File: src/rtl/if_fetch_queue_pkg.sv
// Shared types and defaults for the instruction fetch stage and its prefetch queue.
package if_fetch_queue_pkg;

  localparam int unsigned FQ_DEPTH_DEFAULT       = 4;
  localparam int unsigned FQ_OUTSTANDING_DEFAULT = 2;

  // One buffered fetch: the word address and the instruction returned for it.
  typedef struct packed {
    logic [31:0] pc;
    logic [31:0] insn;
  } fq_entry_t;

  // IF/ID pipeline register payload.
  typedef struct packed {
    logic [31:0] pc;
    logic [31:0] pc_plus_4;
    logic [31:0] insn;
    logic        valid;
    logic        stall;
    logic        flush;
  } if_id_t;

endpackage

File: src/rtl/if_fetch_queue_if.sv
// Instruction-memory port: valid/ready request channel plus in-order response channel.
interface if_fetch_queue_if;

  logic        imem_req_valid_o;
  logic        imem_req_ready_i;
  logic [31:0] imem_addr_o;
  logic        imem_rsp_valid_i;
  logic [31:0] imem_rdata_i;

  // Fetch stage side.
  modport master (
    output imem_req_valid_o,
    output imem_addr_o,
    input  imem_req_ready_i,
    input  imem_rsp_valid_i,
    input  imem_rdata_i
  );

  // Instruction memory side.
  modport slave (
    input  imem_req_valid_o,
    input  imem_addr_o,
    output imem_req_ready_i,
    output imem_rsp_valid_i,
    output imem_rdata_i
  );

endinterface

File: src/rtl/if_fetch_queue_fifo.sv
// Generic synchronous FIFO with synchronous clear; used for the instruction
// queue and for the pending-request PC queue.
module sync_fifo #(
  parameter int unsigned WIDTH = 32,
  parameter int unsigned DEPTH = 4
) (
  input  logic                     clk_i,
  input  logic                     rst_ni,
  input  logic                     clr_i,
  input  logic                     push_i,
  input  logic                     pop_i,
  input  logic [WIDTH-1:0]         wdata_i,
  output logic [WIDTH-1:0]         rdata_o,
  output logic                     full_o,
  output logic                     empty_o,
  output logic [$clog2(DEPTH):0]   count_o
);

  localparam int unsigned AW = (DEPTH > 1) ? $clog2(DEPTH) : 1;
  localparam int unsigned CW = $clog2(DEPTH) + 1;

  logic [WIDTH-1:0] r_mem [DEPTH];
  logic [AW-1:0]    r_wptr;
  logic [AW-1:0]    r_rptr;
  logic [CW-1:0]    r_count;
  logic             w_do_push;
  logic             w_do_pop;

  function automatic logic [AW-1:0] ptr_inc(input logic [AW-1:0] p);
    return (p == AW'(DEPTH - 1)) ? '0 : p + AW'(1);
  endfunction

  assign empty_o   = (r_count == '0);
  assign full_o    = (r_count == CW'(DEPTH));
  assign count_o   = r_count;
  assign rdata_o   = r_mem[r_rptr];
  assign w_do_pop  = pop_i && !empty_o;
  // A pop frees the slot, so push alongside pop is accepted even when full.
  assign w_do_push = push_i && (!full_o || w_do_pop);

  // Pointer and occupancy bookkeeping; clear discards any same-cycle push/pop.
  always_ff @(posedge clk_i or negedge rst_ni) begin
    if (!rst_ni) begin
      r_wptr  <= '0;
      r_rptr  <= '0;
      r_count <= '0;
    end else if (clr_i) begin
      r_wptr  <= '0;
      r_rptr  <= '0;
      r_count <= '0;
    end else begin
      if (w_do_push) r_wptr <= ptr_inc(r_wptr);
      if (w_do_pop)  r_rptr <= ptr_inc(r_rptr);
      case ({w_do_push, w_do_pop})
        2'b10:   r_count <= r_count + CW'(1);
        2'b01:   r_count <= r_count - CW'(1);
        default: r_count <= r_count;
      endcase
    end
  end

  // Storage write; contents are don't-care until the pointers cover them.
  always_ff @(posedge clk_i) begin
    if (w_do_push) r_mem[r_wptr] <= wdata_i;
  end

endmodule

File: src/rtl/if_fetch_queue.sv
// Decoupled instruction fetch stage: issues word fetches, buffers in-order
// responses in a prefetch queue and flushes on trap/branch redirect.
module if_fetch_queue
  import if_fetch_queue_pkg::*;
#(
  parameter logic [31:0] RESET_PC        = 32'h0000_0000,
  parameter int unsigned FIFO_DEPTH      = FQ_DEPTH_DEFAULT,
  parameter int unsigned MAX_OUTSTANDING = FQ_OUTSTANDING_DEFAULT
) (
  input  logic                        clk_i,
  input  logic                        rst_ni,
  if_fetch_queue_if.master            imem,
  input  logic                        ex_is_pc_redirect_i,
  input  logic [31:0]                 ex_pc_target_i,
  input  logic                        wb_trap_valid_i,
  input  logic [31:0]                 trap_handler_addr_i,
  input  logic                        if_id_stall_i,
  input  logic                        if_id_flush_i,
  output if_id_t                      if_pipeline_d,
  output logic [$clog2(FIFO_DEPTH):0] fq_count_o
);

  localparam int unsigned QCW = $clog2(FIFO_DEPTH) + 1;
  localparam int unsigned OCW = $clog2(MAX_OUTSTANDING) + 1;

  logic [31:0]    r_fetch_pc;
  logic [31:0]    w_fetch_pc_nxt;
  logic [31:0]    w_fetch_addr;
  logic [OCW-1:0] r_drop_cnt;
  logic [OCW-1:0] w_drop_cnt_nxt;
  logic [OCW-1:0] w_outstanding;
  logic [OCW-1:0] w_outstanding_nxt;
  logic           w_redirect;
  logic [31:0]    w_redirect_pc;
  logic [31:0]    w_live;
  logic           w_req_valid;
  logic           w_req_fire;
  logic           w_rsp_fire;
  logic [31:0]    w_pend_pc;
  logic           w_pend_full;
  logic           w_pend_empty;
  fq_entry_t      w_q_wdata;
  fq_entry_t      w_q_head;
  logic           w_q_push;
  logic           w_q_pop;
  logic           w_q_full;
  logic           w_q_empty;
  logic [QCW-1:0] w_q_count;
  logic           w_out_valid;

  // Trap outranks an EX redirect.
  assign w_redirect    = wb_trap_valid_i || ex_is_pc_redirect_i;
  assign w_redirect_pc = (wb_trap_valid_i ? trap_handler_addr_i : ex_pc_target_i) & ~32'h3;

  // Outstanding count is the pending-PC FIFO occupancy. Requests are gated so
  // every response that will be kept already owns a queue slot.
  assign w_fetch_addr = {r_fetch_pc[31:2], 2'b00};
  assign w_live       = 32'(w_outstanding) - 32'(r_drop_cnt) + 32'(w_q_count);
  assign w_req_valid  = rst_ni && !w_pend_full && (w_live < FIFO_DEPTH);
  assign w_req_fire   = w_req_valid && imem.imem_req_ready_i;
  assign w_rsp_fire   = imem.imem_rsp_valid_i && !w_pend_empty;

  assign imem.imem_req_valid_o = w_req_valid;
  assign imem.imem_addr_o      = w_fetch_addr;

  assign w_q_wdata   = '{pc: w_pend_pc, insn: imem.imem_rdata_i};
  assign w_q_push    = w_rsp_fire && (r_drop_cnt == '0);
  assign w_out_valid = !w_q_empty && !w_redirect;
  assign w_q_pop     = w_out_valid && !if_id_stall_i;
  assign fq_count_o  = w_q_count;

  sync_fifo #(
    .WIDTH (32),
    .DEPTH (MAX_OUTSTANDING)
  ) u_pend_fifo (
    .clk_i   (clk_i),
    .rst_ni  (rst_ni),
    .clr_i   (1'b0),
    .push_i  (w_req_fire),
    .pop_i   (w_rsp_fire),
    .wdata_i (w_fetch_addr),
    .rdata_o (w_pend_pc),
    .full_o  (w_pend_full),
    .empty_o (w_pend_empty),
    .count_o (w_outstanding)
  );

  sync_fifo #(
    .WIDTH ($bits(fq_entry_t)),
    .DEPTH (FIFO_DEPTH)
  ) u_insn_q (
    .clk_i   (clk_i),
    .rst_ni  (rst_ni),
    .clr_i   (w_redirect),
    .push_i  (w_q_push),
    .pop_i   (w_q_pop),
    .wdata_i (w_q_wdata),
    .rdata_o (w_q_head),
    .full_o  (w_q_full),
    .empty_o (w_q_empty),
    .count_o (w_q_count)
  );

  // Next fetch PC, outstanding and drop counts after this cycle's events.
  always_comb begin
    w_outstanding_nxt = w_outstanding;
    if (w_req_fire) w_outstanding_nxt = w_outstanding_nxt + OCW'(1);
    if (w_rsp_fire) w_outstanding_nxt = w_outstanding_nxt - OCW'(1);

    w_fetch_pc_nxt = r_fetch_pc;
    if (w_req_fire) w_fetch_pc_nxt = w_fetch_addr + 32'd4;
    if (w_redirect) w_fetch_pc_nxt = w_redirect_pc;

    w_drop_cnt_nxt = r_drop_cnt;
    if (w_rsp_fire && (r_drop_cnt != '0)) w_drop_cnt_nxt = r_drop_cnt - OCW'(1);
    // Every request still unanswered after this cycle belongs to the old path.
    if (w_redirect) w_drop_cnt_nxt = w_outstanding_nxt;
  end

  // Fetch PC and stale-response drop counter.
  always_ff @(posedge clk_i or negedge rst_ni) begin
    if (!rst_ni) begin
      r_fetch_pc <= {RESET_PC[31:2], 2'b00};
      r_drop_cnt <= '0;
    end else begin
      r_fetch_pc <= w_fetch_pc_nxt;
      r_drop_cnt <= w_drop_cnt_nxt;
    end
  end

  // IF/ID payload from the queue head; data fields held at zero when not valid.
  always_comb begin
    if_pipeline_d       = '0;
    if_pipeline_d.valid = w_out_valid;
    if_pipeline_d.stall = if_id_stall_i;
    if_pipeline_d.flush = if_id_flush_i;
    if (w_out_valid) begin
      if_pipeline_d.pc        = w_q_head.pc;
      if_pipeline_d.pc_plus_4 = w_q_head.pc + 32'd4;
      if_pipeline_d.insn      = w_q_head.insn;
    end
  end

  a_rsp_needs_req: assert property (@(posedge clk_i) disable iff (!rst_ni)
    imem.imem_rsp_valid_i |-> !w_pend_empty);

  a_no_push_on_full: assert property (@(posedge clk_i) disable iff (!rst_ni)
    (w_q_push && w_q_full) |-> w_q_pop);

endmodule

File: src/flat_wrapper.sv
// flat-port wrapper written by rule: the top's interface ports become plain ports
module if_fetch_queue_flat import if_fetch_queue_pkg::*;
#(
  parameter logic [31:0] RESET_PC        = 32'h0000_0000,
  parameter int unsigned FIFO_DEPTH      = FQ_DEPTH_DEFAULT,
  parameter int unsigned MAX_OUTSTANDING = FQ_OUTSTANDING_DEFAULT
)
  (clk_i, rst_ni, ex_is_pc_redirect_i, ex_pc_target_i, wb_trap_valid_i, trap_handler_addr_i, if_id_stall_i, if_id_flush_i, if_pipeline_d, fq_count_o, imem_imem_req_valid_o, imem_imem_addr_o, imem_imem_req_ready_i, imem_imem_rsp_valid_i, imem_imem_rdata_i);
  if_fetch_queue_if imem_i ();
  input  logic clk_i;
  input  logic rst_ni;
  input  logic ex_is_pc_redirect_i;
  input  logic [31:0] ex_pc_target_i;
  input  logic wb_trap_valid_i;
  input  logic [31:0] trap_handler_addr_i;
  input  logic if_id_stall_i;
  input  logic if_id_flush_i;
  output if_id_t if_pipeline_d;
  output logic [$clog2(FIFO_DEPTH):0] fq_count_o;
  output wire logic [$bits(imem_i.imem_req_valid_o)-1:0] imem_imem_req_valid_o;
  output wire logic [$bits(imem_i.imem_addr_o)-1:0] imem_imem_addr_o;
  input wire logic [$bits(imem_i.imem_req_ready_i)-1:0] imem_imem_req_ready_i;
  input wire logic [$bits(imem_i.imem_rsp_valid_i)-1:0] imem_imem_rsp_valid_i;
  input wire logic [$bits(imem_i.imem_rdata_i)-1:0] imem_imem_rdata_i;
  assign imem_imem_req_valid_o = imem_i.imem_req_valid_o;
  assign imem_imem_addr_o = imem_i.imem_addr_o;
  assign imem_i.imem_req_ready_i = imem_imem_req_ready_i;
  assign imem_i.imem_rsp_valid_i = imem_imem_rsp_valid_i;
  assign imem_i.imem_rdata_i = imem_imem_rdata_i;
  if_fetch_queue #(.RESET_PC(RESET_PC), .FIFO_DEPTH(FIFO_DEPTH), .MAX_OUTSTANDING(MAX_OUTSTANDING)) u_core (.clk_i(clk_i), .rst_ni(rst_ni), .imem(imem_i), .ex_is_pc_redirect_i(ex_is_pc_redirect_i), .ex_pc_target_i(ex_pc_target_i), .wb_trap_valid_i(wb_trap_valid_i), .trap_handler_addr_i(trap_handler_addr_i), .if_id_stall_i(if_id_stall_i), .if_id_flush_i(if_id_flush_i), .if_pipeline_d(if_pipeline_d), .fq_count_o(fq_count_o));
endmodule
File: config.mk
export PLATFORM = sky130hd
export DESIGN_NAME = if_fetch_queue_flat
export DESIGN_NICKNAME = d
export VERILOG_FILES = /design/src/rtl/if_fetch_queue_pkg.sv /design/src/rtl/if_fetch_queue_if.sv /design/src/rtl/if_fetch_queue_fifo.sv /design/src/rtl/if_fetch_queue.sv /design/src/flat_wrapper.sv
export SDC_FILE = /design/constraint.sdc
export NUM_CORES = 1
export LEC_CHECK = 0
export BUFFER_PORTS_ARGS = -buffer_cell sky130_fd_sc_hd__buf_2
export CORE_ASPECT_RATIO = 1.75
export CORE_MARGIN = 4
export CORE_UTILIZATION = 40
export DETAILED_ROUTE_END_ITERATION = 8
export MAX_ROUTING_LAYER = met4
export PLACE_DENSITY = 0.67
export SYNTH_ARGS = -nofsm -noshare
export SYNTH_HDL_FRONTEND = slang
export SYNTH_SLANG_ARGS = --single-unit
File: constraint.sdc
create_clock -name clk_i -period 5.4 [get_ports clk_i]
set_input_delay 0.81 -clock clk_i [delete_from_list [all_inputs] [get_ports clk_i]]
set_output_delay 0.81 -clock clk_i [all_outputs]
set_load 0.005 [all_outputs]
==> metrics.md, run 1 <==
| Metric | Value |
|---|---|
| Status | `finished clean` |
| Starting density of the core | `0.407` |
| Adder-cell area share of the yosys netlist | `0.0172` |
| First-pass DRT Iterations | `5` |
| Pin count of the biggest net entering global routing | `63` |
| Critical path required time | `about 4.6 ns` |
| Total track usage | `0.168` |
| Vias | `roughly 9000` |
| Inserted Clock Buffers | `31` |
| CTS Root Cell | `clkbuf_16` |
| Endpoints failing setup | `0` |
| Period utilisation layout | `0.874` |
| Clock sinks | `around 350` |
| CP Cell Sequence | `inv_1 > ha_1 > inv_1 > fa_1 > ha_1 > and3b_1 > or2_2 > o21ai_0 > a21boi_0 > ha_1 > nor4bb_1 > nand3_1 > a21oi_1 > buf_2` |
| Worst Skew | `0.0161 ns` |
| Initial DRC count | `between 300 and 400` |
| Post-CTS Hold Buffers | `0` |
| Post-synth top area cell | `edfxtp_1` |
| CP Max Fanout | `5` |
| Leakage | `between 6 and 7 nW` |
| GP Congestion | `0.828` |
| Relative slew slack | `0.316` |
| Post-CTS setup buffer count | `0` |
| Post-synthesis area per instance | `approximately 16 µm²` |
| Cells after Synth | `a little under 1000` |
| Sequential share of the synthesized area | `0.671` |
| Max-cap violations | `0` |
| Routed Antenna Nets | `0` |
| Synth Register Bits | `351` |
| First-pass GRT wire length | `approximately 53000 µm` |
| Vias per inst | `approximately 5.3` |
| Largest cells by area after synthesis | `edfxtp_1, mux4_2, dfrtp_1, and2_1, mux2_2` |
| Routed WL | `~34000 µm` |
| Synth unique cells | `60` |
| Share of synthesized registers carrying an async set or reset | `0.123` |
| Post-synth top area share | `0.601` |
| Die height | `approximately 270 µm` |
| Crit start category | `flop` |
| Post-Syn Area | `between 15000 and 20000 µm²` |
| Die ar. | `between 40000 and 50000 µm²` |
| Worst skew pair latency | `0.57 ns` |
| Crit end category | `output port` |
| GRT Residual Overflow | `0` |
| Clock slew at reported path FFs | `0.07 ns` |
| Ys flop type | `edfxtp_1` |
| Fmax | `212 MHz` |
| Routed len/inst | `20.2 µm` |
| Layout cells sized above 1 | `0.335` |
| Pwr/cell area | `about 360 nW/µm²` |
| Nets | `1325` |
| Max IR drop VDD | `180 µV` |
| Most common library cells after synthesis | `edfxtp_1, and2_1, mux4_2` |
| Final Hold Fails | `0` |
| Die X | `156 µm` |
| Port bufs | `about 230` |
| RSZ-0062 raised after global routing | `no` |
| Synth Area in XOR/XNOR | `0.0296` |
| Min cycle time layout | `4.72 ns` |
| Post-synth EDFFs | `just over 300` |
| H-tree levels | `1` |
| Initial antenna violation count | `0` |
| Diode count | `0` |
| Core Region | `37900 µm²` |
| Post_cts resized | `0` |
| Hold slack | `roughly 0.43 ns` |
| WP data arrival | `between 3 and 4 ns` |
| Crit-path most repeated cell | `ha_1` |
| Largest family of logic cells by synthesized area | `multiplexers` |
| Crit Path Class | `reg2out` |
| HPWL Detailed | `between 20000 and 25000 µm` |
| Top delay family on crit path | `adder cells` |
| Yosys warns | `0` |
| Area Overhead vs Synth | `16.6%` |
| I/O pin total | `~240` |
| Vias in the first global route | `9414` |
| Leading cell type by number of instances after synthesis | `edfxtp_1` |
| Synth Area in Compound Gates | `0.0470` |
| Cell Rows | `94` |
| Worst path bufs/invs | `3` |
| Multiplexer share of the synthesized area | `0.116` |
| CP peak stage delay | `~0.42 ns` |
| Simple-Gate Fraction of Synth Area | `0.0950` |
| Critical Path Slowest Stage Cell | `dfrtp_1` |
| Residual DRC | `0` |
| Setup TNS after final layout | `0 ns` |
| Max Slew Vio Count | `0` |
| Hold Crit Class | `in2async` |
| Layout fillers | `3311` |
| Max clock buf depth | `3` |
| Slew @ Worst Pin | `1.02 ns` |
| CTS tree | `built` |
## power by group
part	leakage [nW]	internal, W	switching (W)	total, W
Sequential	3.30	0.00319	0.0000998	0.00329
Clock	0.475	0.00116	0.000953	0.00212
Combinational	2.59	0.000448	0.000560	0.00101
Total	6.36	0.00480	0.00161	0.00642
## state kept, by name, indices dropped and copies added, names as in the netlist
signal	cells
u_core.r_drop_cnt	2
u_core.r_fetch_pc	30
u_core.u_insn_q.count_o	3
u_core.u_insn_q.r_mem	248
u_core.u_insn_q.r_rptr	2
u_core.u_insn_q.r_wptr	2
u_core.u_pend_fifo.count_o	2
u_core.u_pend_fifo.r_mem	60
u_core.u_pend_fifo.r_rptr	1
u_core.u_pend_fifo.r_wptr	1
## routing by layer
| metal | global-route usage | part of all wire | vias to the layer above |
|---|---|---|---|
| li1 | - | - | 4174 |
| met1 | 0.195 | 0.38 | 4466 |
| met2 | 0.304 | 0.54 | 272 |
| met3 | 0.0186 | 0.050 | 56 |
| met4 | 0.0538 | 0.029 | 0 |
| met5 | - | 0 | - |
## layout make-up
| class | instances | area, µm² | share of cell area |
|---|---|---|---|
| well taps | 480 | 601 | 0.0334 |
| repair buffers | 242 | 1250 | 0.0697 |
| clock buffers | 37 | 808 | 0.0450 |
| inverters | 22 | 82.6 | 0.00460 |
| clock inverters | 20 | 159 | 0.00885 |
| multi-input cells | 553 | 4730 | 0.263 |
| flip-flops and latches | 351 | 10300 | 0.575 |
## through the flow
step | instance area, µm² | cells | worst slack [ns] | total power (W) | util
final | 18000 | 1705 | 0.682 | 0.00642 | 0.474
after global routing | 18000 | 1705 | 0.404 | 0.00673 | 0.474
after CTS | 18000 | 1705 | 0.644 | 0.00650 | 0.474
after detailed placement | 17000 | 1648 | 0.897 | 0.00438 | 0.449
after global placement | 17000 | 1648 | 1.08 | 0.00433 | 0.449
after floorplan | 15400 | 981 | 0.320 | 0.00403 | -
## kinds of logic (layout without fill, tap and decap cells)
kind of cell    after synthesis  after routing
buf+inv                      77            321
compound gates              119            119
xor+xnor                     52             52
other cells                   1              6
flops                       351            351
simple gates                259            259
mux                          97             97
fa+ha+maj                    20             20
## worst reg2reg max path, cell delays in order (launching register included)
cell and delay [ns]:
dfrtp_1 0.42, inv_1 0.12, ha_1 0.21, inv_1 0.06
fa_1 0.41, ha_1 0.27, and3b_1 0.19, or2_2 0.31
o21ai_0 0.24, a21boi_0 0.24, ha_1 0.14, nor4bb_1 0.21
nand3_1 0.19, a211oi_4 0.21, inv_2 0.31, or4_1 0.60
a21oi_1 0.17, a21o_1 0.10
## worst paths after layout
check | cells past startpoint | start | slack (ns) | end
min reg2reg | 1 | u_core.u_pend_fifo.r_rptr | 0.47 | u_core.u_pend_fifo.r_rptr
max | 14 | u_core.u_pend_fifo.count_o[0] | 0.68 | imem_imem_req_valid_o
max in group asynchronous | 2 | rst_ni | 4.48 | u_core.u_insn_q.r_rptr[0]
min in group clk_i | 3 | trap_handler_addr_i[12] | 0.45 | u_core.r_fetch_pc[12]
min | 2 | rst_ni | 0.43 | u_core.r_fetch_pc[28]
max reg2reg | 17 | u_core.u_pend_fifo.count_o[0] | 0.93 | u_core.r_fetch_pc[26]
## cells in the final DEF (no fill, tap or decap), types with 6 or more instances in the layout
| cell type | netlist | final |
|---|---|---|
| xor2_1 | 22 | 22 |
| nand3_1 | 25 | 25 |
| nor2_1 | 53 | 51 |
| buf_2 | 7 | 226 |
| clkinv_1 | 2 | 9 |
| buf_4 | 15 | 16 |
| conb_1 | 1 | 6 |
| xnor2_1 | 30 | 30 |
| mux4_2 | 62 | 62 |
| edfxtp_1 | 308 | 308 |
| inv_1 | 19 | 18 |
| clkinv_2 | 0 | 6 |
| nand2_1 | 37 | 37 |
| o21ai_0 | 35 | 35 |
| ha_1 | 18 | 18 |
| nor3_2 | 8 | 8 |
| and2_1 | 66 | 62 |
| a211oi_1 | 11 | 11 |
| mux2_2 | 31 | 31 |
| nand4_1 | 15 | 15 |
| nor3_1 | 6 | 6 |
| dfrtp_1 | 43 | 41 |
| nor2b_1 | 10 | 10 |
| a21oi_1 | 35 | 35 |
| a22oi_1 | 9 | 9 |
| o22ai_1 | 6 | 6 |
| clkbuf_16 | 0 | 31 |
No activity file was read; power rests on OpenSTA's default activity.
==> run 2: changes to the inputs <==
Settings changed: CELL_PAD_IN_SITES_DETAIL_PLACEMENT from default to 1, CELL_PAD_IN_SITES_GLOBAL_PLACEMENT from default to 1, PLACE_DENSITY 0.67 to 0.77.
==> run 2 against run 1 <==
Effect of this change: maximum frequency fell by 1.1%; critical path depth did not move; non-clock buffer count rose by 8; global-route usage rose by 1.7 points; routed wire length rose by 8.9%; die area did not move; register-to-register slack got worse by 0.27 ns; largest cell class unchanged; highest routed layer unchanged.
==> metrics.md, run 2 (same netlist as run 1, synthesis figures left out) <==
| Metric | Value |
|---|---|
| Status | `finished clean` |
| R2R depth | `17` |
| H-tree levels | `1` |
| CP Cell Sequence | `inv_1 > ha_1 > inv_1 > fa_1 > ha_1 > and3b_1 > or2_2 > o21ai_0 > a21boi_0 > ha_1 > nor4bb_1 > nand3_1 > a21oi_1 > buf_2` |
| Vias per inst | `5.33` |
| Area Overhead vs Synth | `17.0%` |
| Final Cell Area | `approximately 18000 µm²` |
| Total track usage | `0.185` |
| GRT Residual Overflow | `0` |
| Post_cts resized | `0` |
| Layout cells sized above 1 | `0.340` |
| Leakage | `approximately 6.4 nW` |
| CP Max Fanout | `5` |
| I/O pin total | `239` |
| CTS Root Cell | `clkbuf_16` |
| Hold Crit Class | `in2async` |
| Slew @ Worst Pin | `approximately 0.98 ns` |
| WP data arrival | `about 4.0 ns` |
| Worst path bufs/invs | `3` |
| Die ar. | `~42000 µm²` |
| Residual DRC | `0` |
| Crit Path Class | `reg2out` |
| Routed WL | `~37000 µm` |
| Pin count of the biggest net entering global routing | `63` |
| Inserted Clock Buffers | `31` |
| Min cycle time layout | `~4.8 ns` |
| Die X | `about 160 µm` |
| Max IR drop VDD | `~190 µV` |
| Area after DPL | `between 15000 and 20000 µm²` |
| Worst Skew | `between 0.008 and 0.009 ns` |
| Crit end category | `output port` |
| Reg with most FFs | `u_core.u_insn_q.r_mem` |
| Top delay family on crit path | `adder cells` |
| Starting density of the core | `0.407` |
| Period utilisation layout | `0.883` |
| Port bufs | `~230` |
| Endpoints failing setup | `0` |
| Routed Antenna Nets | `0` |
| Initial antenna violation count | `1` |
| Worst r2r src | `u_core.u_pend_fifo.count_o[0]` |
| Hold slack | `between 0.4 and 0.5 ns` |
| Routed len/inst | `between 20 and 25 µm` |
| Worst skew pair latency | `0.58 ns` |
| Initial DRC count | `approximately 380` |
| Largest register FFs | `around 250` |
| Post-CTS setup buffer count | `0` |
| Nets | `~1300` |
| Reg2reg setup slack | `between 0.6 and 0.7 ns` |
| Cell Rows | `94` |
| Clock sinks | `between 300 and 400` |
| Die height | `between 200 and 300 µm` |
| Largest regs | `u_core.u_insn_q.r_mem x248, u_core.u_pend_fifo.r_mem x60, u_core.r_fetch_pc x30` |
| Core Region | `approximately 38000 µm²` |
| CTS tree | `built` |
| First-pass GRT wire length | `58400 µm` |
| Vias in the first global route | `10200` |
| Post-CTS Hold Buffers | `0` |
| Setup TNS after final layout | `0 ns` |
| Relative slew slack | `0.348` |
| Crit Reg-Reg Endpoint | `u_core.r_fetch_pc[26]` |
| Final Hold Fails | `0` |
| CP peak stage delay | `roughly 0.43 ns` |
| Crit-path most repeated cell | `ha_1` |
| GP Congestion | `about 0.83` |
| Crit start category | `flop` |
| Fmax | `between 200 and 250 MHz` |
| Clock slew at reported path FFs | `approximately 0.060 ns` |
| Critical path required time | `~4.6 ns` |
| First-pass DRT Iterations | `4` |
| RSZ-0062 raised after global routing | `no` |
| Critical Path Slowest Stage Cell | `dfrtp_1` |
| Max Slew Vio Count | `0` |
| Most frequent cells in the layout | `edfxtp_1, buf_2, mux4_2, and2_1, nor2_1` |
| Pwr/cell area | `approximately 360 nW/µm²` |
| Most common cell after layout, fill and taps aside | `edfxtp_1` |
| Max-cap violations | `0` |
| Vias | `9144` |
| Max clock buf depth | `3` |
| HPWL Detailed | `roughly 26000 µm` |
[run 2: cell count changes in the layout (fill, tap and decap cells not counted)]
cell / previous run / this run
and2_2: 0 / 4
and2_4: 4 / 0
buf_4: 16 / 24
clkinv_1: 9 / 8
clkinv_2: 6 / 7
clkinv_4: 2 / 1
clkinvlp_4: 1 / 3
diode_2: 0 / 1
inv_6: 2 / 1
[run 2: report_power, final]
| group | switching, W | leakage, nW | internal (W) |
|---|---|---|---|
| clock network | 0.000973 | 0.469 | 0.00116 |
| registers | 0.000122 | 3.30 | 0.00319 |
| logic | 0.000566 | 2.63 | 0.000451 |
| total | 0.00166 | 6.39 | 0.00481 |
[run 2: stage by stage]
stage | power, W | worst slack, ns | cells | utilization
after floorplan | 0.00403 | 0.320 | 981 | -
final | 0.00647 | 0.630 | 1714 | 0.476
after global placement | 0.00433 | 0.868 | 1656 | 0.450
after global routing | 0.00679 | 0.259 | 1714 | 0.476
after detailed placement | 0.00441 | 0.675 | 1656 | 0.450
after CTS | 0.00656 | 0.564 | 1713 | 0.476
[run 2: worst max path at each step]
stage,slack (ns),depth (start not counted),startpoint,end
after CTS,0.56,8,u_core.u_insn_q.r_rptr[0],if_pipeline_d[66]
after detailed placement,0.68,17,u_core.u_pend_fifo.count_o[0],u_core.r_fetch_pc[26]
after global placement,0.87,16,u_core.u_pend_fifo.count_o[0],u_core.u_pend_fifo.r_mem[0][1]
final,0.63,14,u_core.u_pend_fifo.count_o[0],imem_imem_req_valid_o
after floorplan,0.32,17,u_core.u_pend_fifo.count_o[0],u_core.u_pend_fifo.r_mem[0][0]
after global routing,0.26,17,u_core.u_pend_fifo.count_o[0],u_core.r_fetch_pc[26]
[run 2: area by class of cell]
type	count	area, µm²
well taps	480	601
flip-flops and latches	351	10300
multi-input cells	553	4730
diodes	1	2.50
fillers	3837	19900
repair buffers	250	1310
clock buffers	37	808
clock inverters	20	158
inverters	22	82.6
[run 2: worst reg2reg max path: stages (launching register included)]
cell and delay (ns):
dfrtp_1 0.43, inv_1 0.13, ha_1 0.21, inv_1 0.06, fa_1 0.42, ha_1 0.27
and3b_1 0.20, or2_2 0.32, o21ai_0 0.24, a21boi_0 0.21, ha_1 0.15, nor4bb_1 0.25
nand3_1 0.20, a211oi_4 0.41, inv_2 0.33, or4_1 0.58, a21oi_1 0.17, a21o_1 0.11
[run 2: routing by layer]
metal | routed length, µm | GRT usage
met3 | 1460 | 0.0170
met2 | 21000 | 0.344
met5 | 0 | -
met4 | 1060 | 0.0613
met1 | 14000 | 0.206
